===== src/rtl/backend_seq_ctrl_if.sv =====
// backend_seq_ctrl_if: serial config link and backend control bus of the receive-backend sequencer
interface backend_seq_ctrl_if;
  logic       i_sclk;
  logic       i_sdin;
  logic       o_ready;
  logic [1:0] o_gainA1;
  logic [2:0] o_gainA2;
  logic       o_resetbvco;
  logic       o_resetb1;
  logic       o_resetb2;
  logic       o_frame_err;
  modport master (
    output i_sclk, i_sdin,
    input  o_ready, o_gainA1, o_gainA2, o_resetbvco, o_resetb1, o_resetb2, o_frame_err
  );
  modport slave (
    input  i_sclk, i_sdin,
    output o_ready, o_gainA1, o_gainA2, o_resetbvco, o_resetb1, o_resetb2, o_frame_err
  );
endinterface


===== src/rtl/backend_seq_ctrl.sv =====
// backend_seq_ctrl: deserialises the gain frame and releases VCO/stage-1/stage-2 resets in timed order
// BACKEND_SEQ_PARITY_EN switches to a 9-bit frame whose bit 0 is odd parity over the whole frame
module backend_seq_ctrl #(
  parameter int DLY_CYC = 16,
  parameter int GAP_CYC = 64
) (
  input  logic                i_clk,
  input  logic                i_resetbAll,
  backend_seq_ctrl_if.slave   bus
);
`ifdef BACKEND_SEQ_PARITY_EN
  localparam int FRAME_W = 9;
`else
  localparam int FRAME_W = 8;
`endif
  localparam int              GW       = $clog2(GAP_CYC + 1);
  localparam logic [3:0]      BIT_LAST = 4'(FRAME_W - 1);
  localparam logic [GW-1:0]   GAP_MAX  = GW'(GAP_CYC);
  localparam logic [7:0]      DLY_LD   = 8'(DLY_CYC - 1);
  typedef enum logic [2:0] {WAIT_CFG, SEQ_VCO, SEQ_1, SEQ_2, RUN} state_t;
  state_t               r_state;
  logic [1:0]           r_sclk_s, r_sdin_s;
  logic                 r_sclk_d, r_frame_done;
  logic [3:0]           r_bitcnt;
  logic [GW-1:0]        r_gap;
  logic [FRAME_W-1:0]   r_shift;
  logic [7:0]           r_dly;
  logic                 w_sclk_rise, w_gap_exp, w_ok, w_take;
  assign w_sclk_rise = r_sclk_s[1] & ~r_sclk_d;
  assign w_gap_exp   = r_gap == GAP_MAX;
`ifdef BACKEND_SEQ_PARITY_EN
  assign w_ok = (r_shift[FRAME_W-1 -: 3] == 3'b101) & (^r_shift);
`else
  assign w_ok = r_shift[FRAME_W-1 -: 3] == 3'b101;
`endif
  // frames completing while the resets are being sequenced are ignored entirely
  assign w_take = r_frame_done & (r_state == WAIT_CFG || r_state == RUN);
  always_ff @(posedge i_clk or negedge i_resetbAll)
    if (!i_resetbAll) begin
      r_sclk_s     <= '0;
      r_sdin_s     <= '0;
      r_sclk_d     <= 1'b0;
      r_frame_done <= 1'b0;
      r_bitcnt     <= '0;
      r_gap        <= '0;
      r_shift      <= '0;
    end else begin
      r_sclk_s     <= {r_sclk_s[0], bus.i_sclk};
      r_sdin_s     <= {r_sdin_s[0], bus.i_sdin};
      r_sclk_d     <= r_sclk_s[1];
      r_frame_done <= w_sclk_rise && r_bitcnt == BIT_LAST;
      r_gap        <= w_sclk_rise ? '0 : (w_gap_exp ? r_gap : r_gap + GW'(1));
      r_bitcnt     <= w_sclk_rise ? (r_bitcnt == BIT_LAST ? 4'd0 : r_bitcnt + 4'd1)
                                  : (w_gap_exp ? 4'd0 : r_bitcnt);
      if (w_sclk_rise) r_shift <= {r_shift[FRAME_W-2:0], r_sdin_s[1]};
    end
  always_ff @(posedge i_clk or negedge i_resetbAll)
    if (!i_resetbAll) begin
      r_state         <= WAIT_CFG;
      r_dly           <= '0;
      bus.o_ready     <= 1'b0;
      bus.o_gainA1    <= '0;
      bus.o_gainA2    <= '0;
      bus.o_resetbvco <= 1'b0;
      bus.o_resetb1   <= 1'b0;
      bus.o_resetb2   <= 1'b0;
      bus.o_frame_err <= 1'b0;
    end else begin
      bus.o_frame_err <= w_take & ~w_ok;
      if (w_take && w_ok) begin
        bus.o_gainA1 <= r_shift[FRAME_W-4 -: 2];
        bus.o_gainA2 <= r_shift[FRAME_W-6 -: 3];
      end
      case (r_state)
        WAIT_CFG:
          if (w_take && w_ok) begin
            r_dly       <= DLY_LD;
            bus.o_ready <= 1'b0;
            r_state     <= SEQ_VCO;
          end else bus.o_ready <= 1'b1;
        SEQ_VCO:
          if (r_dly == 8'd0) begin
            bus.o_resetbvco <= 1'b1;
            r_dly           <= DLY_LD;
            r_state         <= SEQ_1;
          end else r_dly <= r_dly - 8'd1;
        SEQ_1:
          if (r_dly == 8'd0) begin
            bus.o_resetb1 <= 1'b1;
            r_dly         <= DLY_LD;
            r_state       <= SEQ_2;
          end else r_dly <= r_dly - 8'd1;
        SEQ_2:
          if (r_dly == 8'd0) begin
            bus.o_resetb2 <= 1'b1;
            bus.o_ready   <= 1'b1;
            r_state       <= RUN;
          end else r_dly <= r_dly - 8'd1;
        RUN:     r_state <= RUN;
        default: r_state <= WAIT_CFG;
      endcase
    end
endmodule


===== src/flat_wrapper.sv =====
// flat-port wrapper written by rule: the top's interface ports become plain ports
module backend_seq_ctrl_flat 
#(
  parameter int DLY_CYC = 16,
  parameter int GAP_CYC = 64
)
  (i_clk, i_resetbAll, bus_i_sclk, bus_i_sdin, bus_o_ready, bus_o_gainA1, bus_o_gainA2, bus_o_resetbvco, bus_o_resetb1, bus_o_resetb2, bus_o_frame_err);
  backend_seq_ctrl_if bus_i ();
  input  logic i_clk;
  input  logic i_resetbAll;
  input wire logic [$bits(bus_i.i_sclk)-1:0] bus_i_sclk;
  input wire logic [$bits(bus_i.i_sdin)-1:0] bus_i_sdin;
  output wire logic [$bits(bus_i.o_ready)-1:0] bus_o_ready;
  output wire logic [$bits(bus_i.o_gainA1)-1:0] bus_o_gainA1;
  output wire logic [$bits(bus_i.o_gainA2)-1:0] bus_o_gainA2;
  output wire logic [$bits(bus_i.o_resetbvco)-1:0] bus_o_resetbvco;
  output wire logic [$bits(bus_i.o_resetb1)-1:0] bus_o_resetb1;
  output wire logic [$bits(bus_i.o_resetb2)-1:0] bus_o_resetb2;
  output wire logic [$bits(bus_i.o_frame_err)-1:0] bus_o_frame_err;
  assign bus_i.i_sclk = bus_i_sclk;
  assign bus_i.i_sdin = bus_i_sdin;
  assign bus_o_ready = bus_i.o_ready;
  assign bus_o_gainA1 = bus_i.o_gainA1;
  assign bus_o_gainA2 = bus_i.o_gainA2;
  assign bus_o_resetbvco = bus_i.o_resetbvco;
  assign bus_o_resetb1 = bus_i.o_resetb1;
  assign bus_o_resetb2 = bus_i.o_resetb2;
  assign bus_o_frame_err = bus_i.o_frame_err;
  backend_seq_ctrl #(.DLY_CYC(DLY_CYC), .GAP_CYC(GAP_CYC)) u_core (.i_clk(i_clk), .i_resetbAll(i_resetbAll), .bus(bus_i));
endmodule

===== config.mk =====
export PLATFORM = sky130hd
export DESIGN_NAME = backend_seq_ctrl_flat
export DESIGN_NICKNAME = d
export VERILOG_FILES = /design/src/rtl/backend_seq_ctrl_if.sv /design/src/rtl/backend_seq_ctrl.sv /design/src/flat_wrapper.sv
export SDC_FILE = /design/constraint.sdc
export NUM_CORES = 1
export LEC_CHECK = 0
export BUFFER_PORTS_ARGS = -buffer_cell sky130_fd_sc_hd__buf_4
export CAP_MARGIN = 20
export CELL_PAD_IN_SITES_DETAIL_PLACEMENT = 0
export CELL_PAD_IN_SITES_GLOBAL_PLACEMENT = 1
export CORE_MARGIN = 5
export CORE_UTILIZATION = 42
export DETAILED_ROUTE_END_ITERATION = 8
export PLACE_DENSITY = 0.81
export SLEW_MARGIN = 20
export SYNTH_ARGS = -nofsm -noshare
export SYNTH_HDL_FRONTEND = slang
export SYNTH_SLANG_ARGS = --single-unit

===== constraint.sdc =====
create_clock -name i_clk -period 1.71 [get_ports i_clk]
set_input_delay 0.171 -clock i_clk [delete_from_list [all_inputs] [get_ports i_clk]]
set_output_delay 0.171 -clock i_clk [all_outputs]
set_load 0.01 [all_outputs]

* After elaboration in Yosys (flattened, before gate mapping) *
Cells that the tools add are included.

storage, ports and cells
  latch bits = 0
  logic and storage cells = 69
  register bits = 46
  output and inout bits = 10
  memory bits (read-only) = 0
  input port bits = 4
  RAM bits = 0
  memories = 0

cells by class
  bitwise gates (word level) = 5
  equal/unequal tests = 13
  order comparisons = 0
  multiply operators = 0
  add/sub/neg operators = 3
  shift-type cells = 0
  mux-type cells = 17
  divide/modulo/power cells = 0
  reductions and logical operators = 15

operators by type and width
  kind                 number
  $mux 8               3
  $pmux 8 s3           1
  $pmux 3 s5           1
  $mux 7               2
  $mux 3               4
  $mux 4               3
  $logic_not 8->1      1
  $ne 2x1->1 const B   4
  $reduce_and 2->1     4
  $sub 8x1->8 const B  1
  $add 7x1->7 const B  1
  $eq 7x7->1 const B   1
  $eq 3x2->1 const B   2
  $eq 3x3->1 const B   2
  $add 4x1->4 const B  1
  $eq 4x3->1 const B   1
  $ne 2x2->1 const B   2
  $reduce_and 4->1     1
  $reduce_bool 2->1    2
  $and 1x1->1          3
  $eq 3x1->1 const B   1
  $logic_not 3->1      1
  $reduce_and 3->1     1
  $reduce_bool 3->1    1
  6 further kinds      9

* Logic depth before layout (Yosys ltp) *
  word-level depth = 6
  depth in mapped cells = 7
  gate-level depth less buffers = 6

* Worst setup path before layout *
No wires, ideal clock.

  kind = reg-to-reg
  from = reg u_core.r_dly[0]
  to = reg u_core.r_dly[1]
  arrival time = 1705 ps
  clock period less this slack = 1833 ps
  cell stages (with the launch flop) = 8
  path buffers = 1
  setup time = 127 ps
  data required time = 1583 ps
  setup slack = -123 ps
  cells stage by stage = dfrtp_1 -> inv_1 -> ha_1 -> or3b_2 -> buf_4 -> nor3_4 -> a211o_4 -> a22oi_1

on the way
  cells in the longest elaborated chain, start to end = 3

RTL lines
  item                                            line                    RTL
  from (decl)                                     backend_seq_ctrl.sv:27  logic [7:0] r_dly;
  from (signal assigned)                          backend_seq_ctrl.sv:86  end else r_dly <= r_dly - 8'd1;
  from (signal assigned)                          backend_seq_ctrl.sv:92  end else r_dly <= r_dly - 8'd1;
  from (signal assigned)                          backend_seq_ctrl.sv:98  end else r_dly <= r_dly - 8'd1;
  $sub 8x1->8 or $logic_not 8->1 (tied branches)  -
  $mux 8, or another cell as far along            backend_seq_ctrl.sv:94  if (r_dly == 8'd0) begin
  $pmux 8 s3 or $reduce_and 3->1 (tied branches)  -

Several ways; a longest one is shown, not always the timed one. The select of a mux whose other input is x is not followed.
A chain may end at the register's enable or synchronous reset.

* Worst setup path in the final report *
  from = reg u_core.r_dly[0]
  to = reg u_core.r_dly[5]

Same word-level chain as after synthesis.

==> metrics.md <==
| Metric | Value |
|---|---|
| Status | `finished, violations left` |
| Failing checks | `setup timing` |
| CORE AREA | `around 0.0048 mm^2` |
| Placed cell areas | `~0.0023 mm^2` |
| Area of the multi-input gates | `between 800 and 900 um^2` |
| RSZ-0062 raised after global routing | `true` |
| Vias | `around 1500` |
| First-pass GRT wire length | `~6.6 mm` |
| Pins Over Slew Limit | `0` |
| Layout fillers | `between 400 and 500` |
| Met1 usage | `0.171` |
| Longest Clk Path Bufs | `2` |
| Worst Hold Class | `flip-flop to flip-flop` |
| Synth top area cells | `dfrtp_1 (56%), nand2_1 (7.1%), mux2_2 (2.7%)` |
| Post-synth EDFFs | `0` |
| Antenna cells | `0` |
| Rows | `25` |
| Routed Antenna Nets | `0` |
| Die width | `around 80 um` |
| Worst-skew pair later-pin latency | `approximately 0.30 ns` |
| Crit start category | `flip-flop` |
| Final nets | `around 240` |
| Vias in the first global route | `~1400` |
| Clock-pin slew on the worst setup and hold paths | `around 0.09 ns` |
| Met3 track demand over resource | `0.0336` |
| Vias/cell | `approximately 5.0` |
| Post-route cell area | `0.00249 mm^2` |
| Area leader, netlist | `dfrtp_1` |
| Ratio of cells with drive above 1 in the final layout | `0.254` |
| Starting density of the core | `0.436` |
| First drt pass iteration count | `4` |
| Fin crit period | `around 1.7 ns` |
| Net Count, Synth | `between 200 and 250` |
| CP Class | `flip-flop to flip-flop` |
| Final hold vios | `0` |
| FF+latch count, synth | `46` |
| Initial DRC Count | `64` |
| Slew @ Worst Pin | `about 0.56 ns` |
| Placed cells | `~280` |
| M2 GR Usage | `0.205` |
| Global route hottest layer | `met2` |
| Final setup margin | `-0.0149 ns` |
| Largest net degree at the start of global routing | `47` |
| Relative slew slack | `0.626` |
| Syn Std Cell Area | `roughly 0.0021 mm^2` |
| Yosys cell types | `46` |
| R2R Setup Slk | `-0.01 ns` |
| Sequential cell area | `0.00115 mm^2` |
| TritonCTS Buffers | `5` |
| Setup TNS | `-0.0266 ns` |
| Routability cong. | `0.797` |
| Post-synth top cells | `dfrtp_1 (46), nand2_1 (39), nor2_1 (15), nand3_1 (9), o21ai_0 (8)` |
| Post-synth top area share | `0.555` |
| Skew final | `~0.0031 ns` |
| Post-synthesis sequential area ratio | `0.555` |
| Clock sinks | `46` |
| DIE AREA | `between 0.006 and 0.007 mm^2` |
| Wirelength, routed | `~3.6 mm` |
| H-tree depth | `2` |
| Post-synth top flop | `dfrtp_1` |
| TritonCTS clock tree | `done` |
| PD cells | `between 1000 and 1500 mW/mm^2` |
| All-Layer GR Usage | `0.131` |
| Worst Setup End Kind | `flip-flop` |
| FMAX | `between 0.5 and 0.6 GHz` |
| IO buf count | `13` |
| CP max FO | `8` |
| Drt wl/cell | `12.1 um` |
| Yosys warns | `0` |
| DP Wirelength | `around 2.5 mm` |
| Final cell count without fillers | `just under 300` |
| Syn Area/Cell | `around 11 um^2` |
| Post-layout util | `0.523` |
| Leakage power total | `1.23 nW` |
| DRC viols | `0` |
| Worst endpoint required time | `roughly 1.9 ns` |
| Setup violators final | `2` |
| Area Overhead vs Synth | `19.9%` |
| Total power | `3.53 mW` |
| Maximum capacitance violations | `0` |
| Root Driver | `clkbuf_8` |
| Initial antenna violation count | `0` |
| Period Utilization, post-route | `1.01` |
| IO Count | `14` |
| Total gr overflow | `0` |
| Worst path arrival time | `roughly 1.9 ns` |
| Synth Instances | `roughly 200` |
| Most common cell in the netlist | `dfrtp_1` |
| Die Y | `~80 um` |
| Max rail drop VDD | `approximately 0.78 mV` |
| Async S/R FF share, synth | `1.00` |
[worst max-delay path, stage by stage, from the launching register on]
cell and delay (ns):
dfrtp_1 0.37, inv_1 0.05, ha_2 0.16, or3b_4 0.30
nor3_4 0.06, a211o_4 0.37, a211o_1 0.30
[routing by layer]
metal / wire [um] / vias to the layer above
li1: - / 732
met1: 1700 / 709
met2: 1690 / 19
met3: 112 / 6
met4: 58 / 0
met5: 0 / -
[worst paths after layout]
check	endpoint	cells past startpoint	start
max in group asynchronous	u_core.r_gap[0]	2	i_resetbAll
setup reg to reg	u_core.r_dly[5]	6	u_core.r_dly[0]
setup / recovery	u_core.r_dly[5]	6	u_core.r_dly[0]
hold / removal	u_core.r_sdin_s[1]	0	u_core.r_sdin_s[0]
min in group asynchronous	u_core.r_dly[5]	2	i_resetbAll
hold reg to reg	u_core.r_sdin_s[1]	0	u_core.r_sdin_s[0]
[power by group]
| part | internal [mW] | switching (mW) | total (mW) |
|---|---|---|---|
| registers | 1.31 | 0.197 | 1.51 |
| clock network | 0.435 | 0.373 | 0.808 |
| logic | 0.605 | 0.609 | 1.21 |
| total | 2.35 | 1.18 | 3.53 |
[stage by stage]
step	setup slack [ns]	hold slack, ns
after CTS	-0.0198	0.358
after floorplan	-0.0271	-0.125
after global placement	-0.00128	0.214
final	-0.0149	0.351
after detailed placement	-0.0298	0.212
after global routing	-0.0974	0.372
[kinds of logic (layout without fill, tap and decap cells)]
group | Yosys count | in the layout | share of synthesized area
simple gates | 92 | 92 | 0.216
flops | 46 | 46 | 0.555
compound gates | 28 | 28 | 0.107
buf+inv | 13 | 45 | 0.0362
xor+xnor | 7 | 7 | 0.0296
mux | 6 | 6 | 0.0320
fa+ha+maj | 4 | 4 | 0.0241
[area by class of cell]
class,instances,share of cell area
sequential,46,0.463
timing repair buffer,32,0.0996
multi-input combinational,137,0.350
tap,67,0.0337
inverter,5,0.00755
clock buffer,5,0.0277
clock inverter,3,0.0181
[state kept, by name, summed over array words and instances, names as in the netlist]
register                cells
u_core.bus.o_frame_err      1
u_core.bus.o_gainA1         2
u_core.bus.o_gainA2         3
u_core.bus.o_ready          1
u_core.bus.o_resetb1        1
u_core.bus.o_resetb2        1
u_core.bus.o_resetbvco      1
u_core.r_bitcnt             4
u_core.r_dly                8
u_core.r_frame_done         1
u_core.r_gap                7
u_core.r_sclk_d             1
u_core.r_sclk_s             2
u_core.r_sdin_s             2
u_core.r_shift              8
u_core.r_state              3
[what timing repair did]
item,in CTS,in global routing
endpoints found under the hold margin,48,0
resized for setup,3,1
pin swaps,0,1
hold buffers,3,0
buffers inserted,1,0
setup endpoints to repair,8,13
[layout by cell type, fill, tap and decap left out, drive strengths merged, types with 2 or more instances in the layout]
cell type / Yosys / layout
dfrtp: 46 / 46
nand2: 39 / 39
buf: 4 / 29
nor2: 15 / 15
nand3: 9 / 9
o21ai: 9 / 9
nor3: 9 / 9
mux2: 5 / 5
clkbuf: 4 / 5
inv: 5 / 5
xnor2: 5 / 5
and3: 4 / 4
ha: 4 / 4
o31ai: 4 / 4
dlygate4sd3: 0 / 3
a211o: 3 / 3
nand2b: 2 / 2
nand3b: 2 / 2
nor2b: 2 / 2
a31oi: 2 / 2
or3: 2 / 2
a211oi: 2 / 2
xor2: 2 / 2
clkinvlp: 0 / 2
or4: 2 / 2
No activity file was read; power rests on OpenSTA's default activity.
